==> config.mk <==
export PLATFORM = sky130hd
export DESIGN_NAME = regfile_scoreboard
export DESIGN_NICKNAME = d
export VERILOG_FILES = /design/src/rtl/regfile_scoreboard.sv
export SDC_FILE = /design/constraint.sdc
export NUM_CORES = 2
export LEC_CHECK = 0
export ABC_CLOCK_PERIOD_IN_PS = 5100
export BUFFER_PORTS_ARGS = -buffer_cell sky130_fd_sc_hd__buf_4
export CORE_ASPECT_RATIO = 1.2
export CORE_MARGIN = 1
export CORE_UTILIZATION = 41
export CTS_CLUSTER_DIAMETER = 100
export DETAILED_ROUTE_END_ITERATION = 12
export GPL_TIMING_DRIVEN = 0
export PLACE_DENSITY = 0.59
export SLEW_MARGIN = 20
export SYNTH_ARGS = -nofsm -noshare
export SYNTH_HDL_FRONTEND = slang
export SYNTH_SLANG_ARGS = --single-unit
==> constraint.sdc <==
create_clock -name CLK -period 5.1 [get_ports CLK]
set_input_delay 1.02 -clock CLK [delete_from_list [all_inputs] [get_ports CLK]]
set_output_delay 1.02 -clock CLK [all_outputs]
set_load 0.01 [all_outputs]
==> src/rtl/regfile_scoreboard.sv <==
// regfile_scoreboard
// Register file for the decode stage, with a per-register busy scoreboard
// for hazard detection.
//   - NUM_RD combinational read ports (data plus busy flag per port).
//   - One write port from writeback. With BYPASS=1, write data is forwarded
//     to a matching read port in the same cycle.
//   - A reserve port from issue marks a register busy, meaning a new
//     producer is in flight.
//   - flush clears every busy bit (pipeline squash).
//   - busy_cnt is the registered population count of the busy vector.
// Ports:
//   CLK, RST_N          clock (rising edge), asynchronous active-low reset
//   rd_addr/rd_data     packed read ports; port k at [k*W +: W]
//   rd_busy             busy flag of the register addressed by each port
//   wr_en/addr/data     write port
//   rsv_en/rsv_addr     reserve port
//   flush               clear all busy bits
//   busy_cnt            number of busy registers
module regfile_scoreboard #(
  parameter int DATA_W   = 32,
  parameter int ADDR_W   = 5,
  parameter int NUM_RD   = 2,
  parameter int ZERO_REG = 1,
  parameter int BYPASS   = 1
) (
  input  logic                     CLK,
  input  logic                     RST_N,
  input  logic [NUM_RD*ADDR_W-1:0] rd_addr,
  output logic [NUM_RD*DATA_W-1:0] rd_data,
  output logic [NUM_RD-1:0]        rd_busy,
  input  logic                     wr_en,
  input  logic [ADDR_W-1:0]        wr_addr,
  input  logic [DATA_W-1:0]        wr_data,
  input  logic                     rsv_en,
  input  logic [ADDR_W-1:0]        rsv_addr,
  input  logic                     flush,
  output logic [ADDR_W:0]          busy_cnt
);

  localparam int DEPTH = 1 << ADDR_W;

  logic [DATA_W-1:0] r_regs [DEPTH];
  logic [DEPTH-1:0]  r_busy;
  logic [ADDR_W:0]   r_busy_cnt;

  logic [DEPTH-1:0]  w_busy_nxt;
  logic              w_wr_zero;
  logic              w_rsv_zero;
  logic              w_wr_eff;
  logic              w_rsv_eff;

  function automatic logic [ADDR_W:0] popcount(input logic [DEPTH-1:0] v);
    logic [ADDR_W:0] c;
    c = '0;
    for (int i = 0; i < DEPTH; i++) begin
      c = c + {{ADDR_W{1'b0}}, v[i]};
    end
    return c;
  endfunction

  // Accesses to a hardwired zero register are dropped outright. This keeps
  // busy[0] constant 0 without needing a special case downstream.
  assign w_wr_zero  = (ZERO_REG != 0) && (wr_addr == '0);
  assign w_rsv_zero = (ZERO_REG != 0) && (rsv_addr == '0);
  assign w_wr_eff   = wr_en && !w_wr_zero;
  assign w_rsv_eff  = rsv_en && !flush && !w_rsv_zero;

  // Apply the write clear before the reserve set, so that a reserve to the
  // same register wins (the newer producer holds it).
  always_comb begin
    w_busy_nxt = r_busy;
    if (flush) begin
      w_busy_nxt = '0;
    end else begin
      if (w_wr_eff)  w_busy_nxt[wr_addr]  = 1'b0;
      if (w_rsv_eff) w_busy_nxt[rsv_addr] = 1'b1;
    end
  end

  // ---- storage / scoreboard register stage ----
  always_ff @(posedge CLK or negedge RST_N) begin
    if (!RST_N) begin
      for (int i = 0; i < DEPTH; i++) begin
        r_regs[i] <= '0;
      end
    end else if (w_wr_eff) begin
      r_regs[wr_addr] <= wr_data;
    end
  end

  always_ff @(posedge CLK or negedge RST_N) begin
    if (!RST_N) begin
      r_busy     <= '0;
      r_busy_cnt <= '0;
    end else begin
      r_busy     <= w_busy_nxt;
      r_busy_cnt <= popcount(w_busy_nxt);
    end
  end

  assign busy_cnt = r_busy_cnt;

  // Read ports. Bypass is gated with RST_N so that every port reads 0
  // while reset is held, even if a write is presented.
  for (genvar k = 0; k < NUM_RD; k++) begin : g_rd
    logic [ADDR_W-1:0] w_addr;
    logic              w_zero;
    logic              w_byp;
    logic              w_rsv_hit;

    assign w_addr    = rd_addr[k*ADDR_W +: ADDR_W];
    assign w_zero    = (ZERO_REG != 0) && (w_addr == '0);
    assign w_byp     = (BYPASS != 0) && RST_N && w_wr_eff && (wr_addr == w_addr);
    assign w_rsv_hit = w_rsv_eff && (rsv_addr == w_addr);

    assign rd_data[k*DATA_W +: DATA_W] = w_zero ? '0 :
                                         w_byp  ? wr_data : r_regs[w_addr];
    // A write completing this cycle releases the register, unless a new
    // producer reserves it in the same cycle.
    assign rd_busy[k] = (w_byp && !w_rsv_hit) ? 1'b0 : r_busy[w_addr];
  end

endmodule

==> summary.md <==
| Metric | Value |
|---|---|
| Ys async rst share | 1.000 |
| CORE AREA | 141300 sq um |
| Dpl cells | 6101 |
| Largest net degree at the start of global routing | 140 |
| Initial Util | 0.4138 |
| Chip Height | 415.7 um |
| Critical R2R Capture | busy_cnt[4] |
| Seq/Total Area, Yosys | 0.4544 |
| Final core occ | 0.4774 |
| R2r startpoint | r_busy[13] |
| DR iter-0 viols | 5880 |
| Total grt overflow | 0 |
| Syn-to-layout area delta | 15.37% |
| Clock Latency Late Sink | 780 ps |
| Max-Cap Viols | 0 |
| Clk sinks | 1062 |
| Crit path top cell by count | fa_2 |
| Critical path required time | 5780 ps |
| Post-Syn Nets | 4218 |
| CP Capture Type | flip-flop |
| Die X | 346.8 um |
| Vias/cell | 6.966 |
| I/O Pins | 129 |
| Mapped Avg Cell Area | 14.16 sq um |
| Critical path class | input pin to flip-flop |
| Fill count | 12540 |
| # setup viols final | 33 |
| Mapped Area | 58480 sq um |
| Max Slew Vio Count | 0 |
| Failing checks | setup timing |
| Root Buffer | clkbuf_16 |
| FF+latch count, synth | 1062 |
| Final Hold Viols | 0 |
| Gate Count Post-Synth | 4130 |
| Vias in the first global route | 43710 |
| Place WS | -1607 ps |
| Status | complete, but fails checks |
| P per Cell Area | 381.3 nW/um^2 |
| Clock edge transition at the registers on the reported setup and hold paths | 60 ps |
| Total power | 25.73 mW |
| Final period utilization | 1.060 |
| Routability cong. | 1.024 |
| Multi-input gate area | 29750 sq um |
| TritonCTS buffer count | 115 |
| CTS tree | built |
| Die ar. | 144200 sq um |
| Slew headroom | 0.1298 |
| Slowest stage delay, CP | 570 ps |
| Routed wire length per instance | 44.07 um |
| Reg2reg path depth | 16 |
| Number of buffers and inverters on the critical path | 5 |
| Initial antenna violation count | 32 |
| Via count | 44510 |
| Clock Path Buffers | 3 |
| Hold_buf cts | 0 |
| Primary FF master, synth | dfrtp_1 |
| Critical Path Fanout Max | 5 |
| EDFF count, synth | 0 |
| Worst IR Drop VDD | 0.2912 mV |
| Library cells used by synthesis | 64 |
| Min Tclk post-route | 5408 ps |
| Slew @ Worst Pin | 1305 ps |
| Hold WC Path Type | input pin to asynchronous set/reset pin |
| Slowest cell on crit path | fa_1 |
| Layout net count | 4519 |
| GRT Total Usage | 0.3894 |
| Cell breakdown of the critical path | buf_8, buf_8, nand3b_1, o21ai_0, a21o_1, fa_1, inv_1, fa_1, inv_2, fa_2, fa_1, fa_2, inv_2, fa_2, ha_4, fa_2, a21o_1, a21oi_2, xnor2_1 |
| Drt pass-1 iters | 8 |
| Nature of the critical path startpoint | input pin |
| First-pass GRT wire length | 378400 um |
| Storage cell area | 26580 sq um |
| DP Wirelength | 190600 um |
| Drc violations | 0 |
| P_leak | 29.66 nW |
| Final setup margin | -307.5 ps |
| CP top delay family | adder cells |
| Worst reg2reg setup slack | 170 ps |
| Htree depth | 3 |
| PortBufs | 117 |
| Final non-filler cell total | 6389 |
| Share of layout cells above drive strength 1 | 0.4969 |
| RSZ-0062 raised after global routing | true |
| Yosys warns | 0 |
| WL final | 281600 um |
| Remaining antenna violation count | 0 |
| Rows | 151 |
| CP Data Arrival Time | 6090 ps |
| Worst Clk Skew | 17.41 ps |
| FMAX | 0.1849 GHz |
placed cells by master (no fill, tap or decap), types with 52 or more instances in the layout:
master	netlist	routed
clkbuf_2	1	62
buf_4	31	200
a22oi_1	69	67
o21ai_0	87	83
buf_2	147	135
mux2_2	1039	1039
mux4_2	379	379
clkbuf_1	215	157
dfrtp_1	1062	1062
a21oi_1	59	52
nor2_1	77	68
o22ai_1	106	106
mux2i_1	257	257
clkbuf_16	0	118
worst max path at each step:
| stage | start | end | cells past startpoint |
|---|---|---|---|
| final | wr_addr[4] | busy_cnt[4] | 19 |
| after global routing | wr_addr[3] | busy_cnt[4] | 20 |
| after CTS | wr_addr[3] | busy_cnt[4] | 23 |
| after detailed placement | wr_addr[4] | busy_cnt[4] | 20 |
| after global placement | RST_N | r_regs[371] | 1 |
| after floorplan | wr_addr[1] | busy_cnt[4] | 20 |
where the power goes:
group,switching (mW),internal [mW],leakage (nW)
Clock,3.85,5.13,1.96
Sequential,1.16,9.97,13.7
Combinational,2.66,2.96,14.0
Total,7.68,18.1,29.7
Yosys cell counts (all sizes together) (3+ instances only):
cell type	n	area share
a22o	7	0.0010
nand3b	6	0.00077
o22ai	106	0.011
a21o	14	0.0018
o21ai	101	0.0086
nor3b	7	0.0013
fa	24	0.0082
a221oi	31	0.0046
o211ai	45	0.0058
a32oi	3	0.00045
a21oi	59	0.0050
o311ai	3	0.00045
a22oi	69	0.0089
xor2	15	0.0022
a211oi	7	0.00090
or2	6	0.00064
mux4	388	0.15
nand3	10	0.00086
clkbuf	216	0.014
and3	5	0.00053
mux2i	257	0.044
nand2	64	0.0041
nor3	22	0.0021
nor2b	10	0.0011
a2111oi	22	0.0033
and3b	3	0.00045
or3	9	0.00096
xnor2	8	0.0012
o2111ai	5	0.00075
nor2	77	0.0049
mux2	1074	0.21
nand2b	13	0.0014
ha	7	0.0015
nor4	3	0.00032
a31oi	7	0.00075
o21a	8	0.0010
or4	10	0.0013
o221a	49	0.0094
buf	253	0.029
dfrtp	1062	0.45
inv	32	0.0021
registers in the layout, summed over array words and instances (netlist names):
name,count
r_busy,32
busy_cnt,6
r_regs,1024
what timing repair did:
item                       4_1_cts  5_1_grt
gates resized for setup        112       64
cloned                           4        0
pin swaps                       34       25
buffers inserted                32       19
setup endpoints to repair       57       35
per-stage QoR:
stage	TNS, ps	area [sq um]	hold WS, ps
after global routing	-1403	67410	252.0
final	-2883	67470	149.2
after CTS	-1104	67160	206.7
after detailed placement	-19800	62480	464.1
after floorplan	-3030	58720	445.1
after global placement	-	61890	456.6
metal layers:
layer  vias to the layer above  share of wire  global-route usage
li1                      16490              -                   -
met1                     23600           0.36              0.4779
met2                      3336           0.43              0.5617
met3                      1073           0.12              0.1357
met4                        14          0.091              0.2969
met5                         -        0.00073                   0
area by class of cell:
| type | count | share of cell area |
|---|---|---|
| tap | 1836 | 0.03405 |
| sequential | 1062 | 0.3939 |
| clock inverter | 46 | 0.007437 |
| clock buffer | 168 | 0.05115 |
| inverter | 32 | 0.001780 |
| timing repair buffer | 191 | 0.02921 |
| buffer | 462 | 0.04063 |
| antenna | 25 | 0.0009272 |
| multi-input combinational | 2567 | 0.4409 |
cells by family after synthesis:
group,Yosys count,share of synthesized area
adder cells (fa/ha/maj),31,0.009713
AND/OR/NAND/NOR,252,0.02193
multiplexers,1719,0.4008
AO/OA/AOI/OAI,542,0.06515
XOR/XNOR,23,0.003445
buffers and inverters,501,0.04454
flip-flops,1062,0.4544
No activity file was read; power rests on OpenSTA's default activity.
